### config.mk
export PLATFORM = sky130hd
export DESIGN_NAME = game_ctrl
export DESIGN_NICKNAME = d
export VERILOG_FILES = /design/src/rtl/game_ctrl.sv
export SDC_FILE = /design/constraint.sdc
export NUM_CORES = 1
export LEC_CHECK = 0
export CORE_UTILIZATION = 55
export CTS_CLUSTER_DIAMETER = 150
export DETAILED_ROUTE_END_ITERATION = 16
export PLACE_DENSITY = 0.79
export SYNTH_ARGS = -nofsm -noshare
export SYNTH_HDL_FRONTEND = slang
export SYNTH_SLANG_ARGS = --single-unit
### constraint.sdc
create_clock -name clk -period 2.6 [get_ports clk]
set_input_delay 0.52 -clock clk [delete_from_list [all_inputs] [get_ports clk]]
set_output_delay 0.52 -clock clk [all_outputs]
set_load 0.005 [all_outputs]
### src/rtl/game_ctrl.sv
// Game-state controller: debounces the two player buttons, sequences IDLE/RUN/DEAD,
// and maintains the BCD score and high score shown by the pixel compositor.
module game_ctrl #(
  parameter int unsigned DEBOUNCE_CYCLES = 1_000_000,
  parameter int unsigned SCORE_DIV       = 10,
  parameter int unsigned DEATH_FRAMES    = 60,
  parameter int unsigned DIGITS          = 4
) (
  input  logic                  clk,
  input  logic                  reset,
  input  logic                  i_btn_l,
  input  logic                  i_btn_r,
  input  logic                  i_frame_tick,
  input  logic                  i_collide,
  output logic [1:0]            o_state,
  output logic                  o_play,
  output logic                  o_freeze,
  output logic                  o_start_pulse,
  output logic [4*DIGITS-1:0]   o_score_bcd,
  output logic [4*DIGITS-1:0]   o_hi_bcd,
  output logic                  o_new_hi
);

  localparam int unsigned DbW = $clog2(DEBOUNCE_CYCLES + 1);
  localparam int unsigned FcW = (SCORE_DIV > 1) ? $clog2(SCORE_DIV) : 1;
  localparam int unsigned DcW = $clog2(DEATH_FRAMES + 1);
  localparam int unsigned SW  = 4 * DIGITS;

  localparam logic [DbW-1:0] DbLast = DbW'(DEBOUNCE_CYCLES - 1);
  localparam logic [FcW-1:0] FcLast = FcW'(SCORE_DIV - 1);
  localparam logic [DcW-1:0] DcMax  = DcW'(DEATH_FRAMES);

  typedef enum logic [1:0] {
    StIdle = 2'b00,
    StRun  = 2'b01,
    StDead = 2'b10
  } state_e;

  // Debounce state, bit 0 = left button, bit 1 = right button.
  logic [1:0]     r_sync1;
  logic [1:0]     r_sync2;
  logic [1:0]     r_stable;
  logic [1:0]     r_stable_prev;
  logic [DbW-1:0] r_db_cnt [2];
  logic           w_event;

  state_e         r_state, w_state_d;
  logic [SW-1:0]  r_score, w_score_d;
  logic [SW-1:0]  r_hi, w_hi_d;
  logic           r_new_hi, w_new_hi_d;
  logic [FcW-1:0] r_frame, w_frame_d;
  logic [DcW-1:0] r_dead, w_dead_d;
  logic           r_start, w_start_d;
  logic [SW-1:0]  w_score_inc;

  // Synchronise each button and accept a new level only after DEBOUNCE_CYCLES equal samples.
  always_ff @(posedge clk) begin
    if (reset) begin
      r_sync1       <= '0;
      r_sync2       <= '0;
      r_stable      <= '0;
      r_stable_prev <= '0;
      for (int i = 0; i < 2; i++) r_db_cnt[i] <= '0;
    end else begin
      r_sync1       <= {i_btn_r, i_btn_l};
      r_sync2       <= r_sync1;
      r_stable_prev <= r_stable;
      for (int i = 0; i < 2; i++) begin
        if (r_sync2[i] == r_stable[i]) begin
          r_db_cnt[i] <= '0;
        end else if (r_db_cnt[i] == DbLast) begin
          r_stable[i] <= r_sync2[i];
          r_db_cnt[i] <= '0;
        end else begin
          r_db_cnt[i] <= r_db_cnt[i] + 1'b1;
        end
      end
    end
  end

  // One-cycle event on a rising edge of either stable level; a held button fires once.
  assign w_event = |(r_stable & ~r_stable_prev);

  // BCD increment with per-digit carry; all-nines saturates instead of wrapping.
  always_comb begin
    logic carry;
    logic all_nines;
    w_score_inc = r_score;
    carry       = 1'b1;
    all_nines   = 1'b1;
    for (int d = 0; d < DIGITS; d++) begin
      if (r_score[4*d +: 4] != 4'd9) all_nines = 1'b0;
      if (carry) begin
        if (r_score[4*d +: 4] == 4'd9) begin
          w_score_inc[4*d +: 4] = 4'd0;
        end else begin
          w_score_inc[4*d +: 4] = r_score[4*d +: 4] + 4'd1;
          carry                 = 1'b0;
        end
      end
    end
    if (all_nines) w_score_inc = r_score;
  end

  // Next-state and register updates for the game FSM, score and high score.
  always_comb begin
    w_state_d  = r_state;
    w_score_d  = r_score;
    w_hi_d     = r_hi;
    w_new_hi_d = r_new_hi;
    w_frame_d  = r_frame;
    w_dead_d   = r_dead;
    w_start_d  = 1'b0;
    case (r_state)
      StIdle: begin
        if (w_event) begin
          w_state_d = StRun;
          w_score_d = '0;
          w_frame_d = '0;
          w_start_d = 1'b1;
        end
      end
      StRun: begin
        // Collision wins over a coincident frame tick, so the final score is not bumped.
        if (i_collide) begin
          w_state_d = StDead;
          w_dead_d  = '0;
          if (r_score > r_hi) begin
            w_hi_d     = r_score;
            w_new_hi_d = 1'b1;
          end else begin
            w_new_hi_d = 1'b0;
          end
        end else if (i_frame_tick) begin
          if (r_frame == FcLast) begin
            w_frame_d = '0;
            w_score_d = w_score_inc;
          end else begin
            w_frame_d = r_frame + 1'b1;
          end
        end
      end
      StDead: begin
        if (i_frame_tick && (r_dead != DcMax)) w_dead_d = r_dead + 1'b1;
        // Early presses are dropped, not remembered.
        if (w_event && (r_dead == DcMax)) begin
          w_state_d = StRun;
          w_score_d = '0;
          w_frame_d = '0;
          w_start_d = 1'b1;
        end
      end
      default: begin
        w_state_d = StIdle;
      end
    endcase
  end

  // Game state registers; reset overrides every other event in the same cycle.
  always_ff @(posedge clk) begin
    if (reset) begin
      r_state  <= StIdle;
      r_score  <= '0;
      r_hi     <= '0;
      r_new_hi <= 1'b0;
      r_frame  <= '0;
      r_dead   <= '0;
      r_start  <= 1'b0;
    end else begin
      r_state  <= w_state_d;
      r_score  <= w_score_d;
      r_hi     <= w_hi_d;
      r_new_hi <= w_new_hi_d;
      r_frame  <= w_frame_d;
      r_dead   <= w_dead_d;
      r_start  <= w_start_d;
    end
  end

  assign o_state       = r_state;
  assign o_play        = (r_state == StRun);
  assign o_freeze      = (r_state != StRun);
  assign o_start_pulse = r_start;
  assign o_score_bcd   = r_score;
  assign o_hi_bcd      = r_hi;
  assign o_new_hi      = r_new_hi;

endmodule
==> impl_results.html <==
<table>
<tr><th>Metric</th><th>Value</th></tr>
<tr><th colspan="2">Status</th></tr>
<tr><td>Status</td><td>complete, no violations</td></tr>
<tr><th colspan="2">Synthesis</th></tr>
<tr><td>Async SR Flop Fraction</td><td>0%</td></tr>
<tr><td>Post-synthesis instance area</td><td>4920 um2</td></tr>
<tr><td>Sequential share of the synthesized area</td><td>46.4%</td></tr>
<tr><td>Post-synthesis cell type count</td><td>50</td></tr>
<tr><td>Synthesized instance count</td><td>517</td></tr>
<tr><td>Syn_area_per_cell</td><td>9.51 um2</td></tr>
<tr><td>Yosys synthesis warning count</td><td>0</td></tr>
<tr><td>FF+latch count, synth</td><td>94</td></tr>
<tr><td>Main synth FF type</td><td>dfxtp_1</td></tr>
<tr><td>Number of flops mapped to enable cells by yosys</td><td>40</td></tr>
<tr><th colspan="2">Setup path</th></tr>
<tr><td>FF-to-FF Start</td><td>o_hi_bcd[14]$_SDFFE_PP0P_</td></tr>
<tr><td>Delay of the slowest cell on the worst path</td><td>0.39 ns</td></tr>
<tr><td>CP Capture Type</td><td>flip-flop</td></tr>
<tr><td>Required time at the endpoint of the critical path</td><td>approximately 2.9 ns</td></tr>
<tr><td>Dominant cell type by count on the critical path</td><td>buf_4</td></tr>
<tr><td>Slowest library cell on the worst path</td><td>nor4_2</td></tr>
<tr><td>Launch point of the worst path</td><td>o_hi_bcd[14]$_SDFFE_PP0P_</td></tr>
<tr><td>Worst Path Class, Setup</td><td>reg -&gt; reg</td></tr>
<tr><td>Kind of start point of the critical path</td><td>flip-flop</td></tr>
<tr><td>Count of buffer and inverter cells on the critical path</td><td>3</td></tr>
<tr><td>Critical path, cell by cell</td><td>inv_1, ha_1, nand4_1, buf_4, nor4_2, a21boi_2, o31ai_4, buf_4, mux2i_1, nor2_1</td></tr>
<tr><td>Family with the most delay on the worst path</td><td>simple AND/OR/NAND/NOR gates</td></tr>
<tr><td>Number of cells on the worst reg-to-reg path</td><td>10</td></tr>
<tr><td>Max FO, Critical Path</td><td>3</td></tr>
<tr><td>Capturing point of the worst reg2reg path</td><td>o_hi_bcd[6]$_SDFFE_PP0P_</td></tr>
<tr><td>Critical path data arrival time</td><td>approximately 2.6 ns</td></tr>
<tr><td>Minimum setup slack among reg-to-reg paths</td><td>0.21 ns</td></tr>
<tr><th colspan="2">Global route</th></tr>
<tr><td>First-pass GRT wire length</td><td>17300 um</td></tr>
<tr><td>Pin count of the biggest net entering global routing</td><td>23</td></tr>
<tr><td>Number of antenna violations at the first check in global routing</td><td>0</td></tr>
<tr><td>Global-route congestion overflow total</td><td>0</td></tr>
<tr><td>Total global routing track utilization</td><td>24.2%</td></tr>
<tr><td>Number of global-route vias before repair</td><td>roughly 4k</td></tr>
<tr><th colspan="2">Timing</th></tr>
<tr><td>Final critical-path required period</td><td>2.39 ns</td></tr>
<tr><td>Worst clock skew on the final layout</td><td>0.00933 ns</td></tr>
<tr><td>RSZ-0062 raised after global routing</td><td>no</td></tr>
<tr><td>Count of final hold-check violations</td><td>0</td></tr>
<tr><td>Final setup vio count</td><td>0</td></tr>
<tr><td>Worst-case headroom to the max-slew limit</td><td>~57%</td></tr>
<tr><td>Number of max-slew violations in the final report</td><td>0</td></tr>
<tr><td>Period utilization</td><td>around nine tenths</td></tr>
<tr><td>Transition at the pin with the smallest max-transition slack</td><td>0.651 ns</td></tr>
<tr><td>Fmax</td><td>between 0.4 and 0.5 GHz</td></tr>
<tr><th colspan="2">Route</th></tr>
<tr><td>Antenna viol nets, final</td><td>0</td></tr>
<tr><td>Top Metal Used</td><td>met4</td></tr>
<tr><td>Drt drc</td><td>0</td></tr>
<tr><td>Detailed Route Iter0 Violations</td><td>between 100 and 150</td></tr>
<tr><td>Total wirelength of the detailed-routed design</td><td>10500 um</td></tr>
<tr><td>Total length of routed met3 wires</td><td>352 um</td></tr>
<tr><td>Detail-routed via count per cell</td><td>5.38</td></tr>
<tr><td>Average wire per cell in the routed design</td><td>14.2 um</td></tr>
<tr><td>Vias after detailed routing</td><td>3967</td></tr>
<tr><td>M1 WL</td><td>4460 um</td></tr>
<tr><td>Detailed-router iteration count before antenna repair</td><td>4</td></tr>
<tr><td>Met2 wire length</td><td>5420 um</td></tr>
<tr><th colspan="2">Clock tree</th></tr>
<tr><td>Worst-Skew Late Latency</td><td>approximately 0.37 ns</td></tr>
<tr><td>Clock buffers created by TritonCTS</td><td>9</td></tr>
<tr><td>Master cell of the clock root buffer</td><td>clkbuf_8</td></tr>
<tr><td>H-tree levels</td><td>3</td></tr>
<tr><td>Clock Sinks</td><td>94</td></tr>
<tr><td>Clock-pin slew of the registers on the worst-case setup and hold paths</td><td>roughly 0.090 ns</td></tr>
<tr><td>Maximum count of clock buffers along a single path</td><td>2</td></tr>
<tr><td>Count of hold-fix buffers inserted at cts</td><td>0</td></tr>
<tr><td>CTS tree</td><td>built</td></tr>
<tr><th colspan="2">Worst hold path</th></tr>
<tr><td>Hold Crit Depth</td><td>1</td></tr>
<tr><td>Kind of path behind the tightest hold check</td><td>reg -&gt; reg</td></tr>
<tr><td>Critical hold path startpoint</td><td>r_sync1[0]$_SDFF_PP0_</td></tr>
<tr><td>Hold worst-path end</td><td>r_sync2[0]$_SDFF_PP0_</td></tr>
<tr><th colspan="2">Placed design</th></tr>
<tr><td>RD Place Congestion</td><td>~0.86</td></tr>
<tr><td>Number of input and output port buffers inserted</td><td>43</td></tr>
<tr><td>Final HPWL DP</td><td>7550 um</td></tr>
<tr><th colspan="2">Floorplan</th></tr>
<tr><td>Starting density of the core</td><td>approximately 57%</td></tr>
<tr><td>Die boundary width</td><td>a little under 100 um</td></tr>
<tr><td>Number of standard-cell rows in the floorplan</td><td>34</td></tr>
<tr><td>Area of the core</td><td>8680 um2</td></tr>
<tr><td>Die Y-Extent</td><td>~97 um</td></tr>
<tr><td>Die area</td><td>about 9300 um2</td></tr>
<tr><td>Number of top-level pins</td><td>44</td></tr>
<tr><th colspan="2">Power and ir drop</th></tr>
<tr><td>Leakage</td><td>2.30 nW</td></tr>
<tr><td>Switching power</td><td>0.587 mW</td></tr>
<tr><td>Sequential fraction of design power</td><td>63.1%</td></tr>
<tr><td>Internal power summed over all cells</td><td>just under 2 mW</td></tr>
<tr><td>Maximum VDD drop</td><td>0.278 mV</td></tr>
<tr><td>Power density relative to cell area</td><td>423 nW/um2</td></tr>
<tr><td>Net Sw Frac</td><td>approximately a quarter</td></tr>
<tr><td>Part of the power in combinational logic</td><td>3.2%</td></tr>
<tr><td>Tot Pwr</td><td>2.52 mW</td></tr>
<tr><td>Portion of total power attributed to the clock network</td><td>33.6%</td></tr>
<tr><th colspan="2">Final layout</th></tr>
<tr><td>Post-Route Utilization</td><td>68.7%</td></tr>
<tr><td>Ratio of cells with drive above 1 in the final layout</td><td>8.90%</td></tr>
<tr><td>NumNets Final</td><td>660</td></tr>
<tr><td>Area growth from synthesis to final layout</td><td>21.3%</td></tr>
<tr><td>Number of antenna repair diodes</td><td>0</td></tr>
<tr><th colspan="2">Job</th></tr>
<tr><td>Max-cap viol count</td><td>0</td></tr>
</table>
==> routing by layer <==
layer / vias up / GRT usage (%)
met3: 22 / 4.62
met2: 76 / 44.1
li1: 1988 / -
met4: 0 / 11.4
met5: - / 0
met1: 1881 / 27.0
==> stage by stage <==
stage	setup TNS, ns	cells	instance area, um2	worst slack [ns]	hold WS (ns)
after global routing	0	737	5960	0.0273	0.469
after floorplan	0	556	5060	0.395	0.414
after global placement	-0.739	718	5750	-0.0592	0.434
after CTS	0	737	5950	0.0863	0.460
final	0	737	5960	0.209	0.457
after detailed placement	-1.81	718	5750	-0.133	0.427
==> Yosys cell counts, drive strengths merged (2+ instances only) <==
master	number	area share, %
and4	2	0.36
xor2	22	3.9
nor2b	9	1.1
and2	4	0.51
o211ai	3	0.46
nor2	71	5.5
a211oi	2	0.31
mux2i	17	3.5
nand3b	5	0.76
nor3	12	1.2
or3	13	1.7
dfxtp	54	22
ha	30	7.6
edfxtp	40	24
nand2	36	2.8
nor4b	6	1.1
clkbuf	9	0.69
inv	32	2.4
or4	8	1.3
nand4	3	0.38
a21o	2	0.31
buf	5	0.76
nand3	32	3.3
xnor2	19	3.4
and3	15	1.9
a21oi	30	3.3
o31ai	3	0.66
o21ai	18	2.0
nand2b	3	0.38
==> cell type report <==
class	instances	area (um2)
repair buffers	71	648
inverters	32	120
clock inverters	7	41.3
fillers	705	2720
flip-flops and latches	94	2280
well taps	108	135
multi-input cells	416	2610
clock buffers	9	124
==> cells in the final DEF (no fill, tap or decap), types with 9 or more instances in the layout <==
master           count
nor2_1              70
dfxtp_1             54
clkdlybuf4s50_1     42
edfxtp_1            40
conb_1              40
nand2_1             35
nand3_1             32
inv_1               31
ha_1                30
a21oi_1             29
buf_4               27
xor2_1              22
xnor2_1             19
mux2i_1             17
and3_1              15
o21ai_0             14
or3_1               13
nor3_1              12
nor2b_1              9
clkbuf_8             9
==> power groups by stage <==
| stage | Combinational, mW | Clock (mW) | Sequential [mW] |
|---|---|---|---|
| floorplan | 0.0565 | 0 | 1.62 |
| global placement | 0.0760 | 0 | 1.62 |
| detailed placement | 0.0783 | 0 | 1.63 |
| CTS | 0.0799 | 0.863 | 1.59 |
| global route | 0.0922 | 0.918 | 1.60 |
| finish | 0.0814 | 0.849 | 1.59 |
==> how the worst max path moves through the flow <==
| stage | cells after the start | endpoint | slack, ns |
|---|---|---|---|
| floorplan | 9 | o_hi_bcd[10]$_SDFFE_PP0P_ | 0.40 |
| global placement | 8 | o_hi_bcd[7]$_SDFFE_PP0P_ | -0.06 |
| detailed placement | 8 | o_hi_bcd[7]$_SDFFE_PP0P_ | -0.13 |
| CTS | 10 | o_hi_bcd[4]$_SDFFE_PP0P_ | 0.09 |
| global route | 10 | o_hi_bcd[5]$_SDFFE_PP0P_ | 0.03 |
| finish | 10 | o_hi_bcd[6]$_SDFFE_PP0P_ | 0.21 |
==> sequential cells by signal, summed over array words and instances, names as in the netlist <==
signal and flops:
r_db_cnt 40, o_start_pulse 1, o_new_hi 1, o_score_bcd 16, r_sync2 2, r_sync1 2
o_hi_bcd 16, r_stable_prev 2, o_state 2, r_dead 6, r_frame 4, r_stable 2
==> worst reg2reg max path, cell delays in order (launching register included) <==
cell and delay [ns]:
dfxtp_1 0.36, inv_1 0.06, ha_1 0.32, nand4_1 0.15, buf_4 0.17, nor4_2 0.39, a21boi_2 0.31, o31ai_4 0.12
buf_4 0.18, mux2i_1 0.16, nor2_1 0.05
==> repair_timing <==
action | CTS | global route
gates resized for setup | 0 | 2
endpoints found under the setup margin | 16 | 16
pin swaps | 1 | 0
buffers inserted | 3 | 0
==> kinds of logic after synthesis <==
logic type	after synthesis	share of synthesized area (%)
adder cells (fa/ha/maj)	30	7.64
buffers and inverters	46	3.89
other	1	0.0763
AO/OA/AOI/OAI	65	8.35
AND/OR/NAND/NOR	223	22.9
flip-flops	94	46.4
XOR/XNOR	41	7.30
multiplexers	17	3.46
Note: power is estimated with default switching activity, not from simulation.
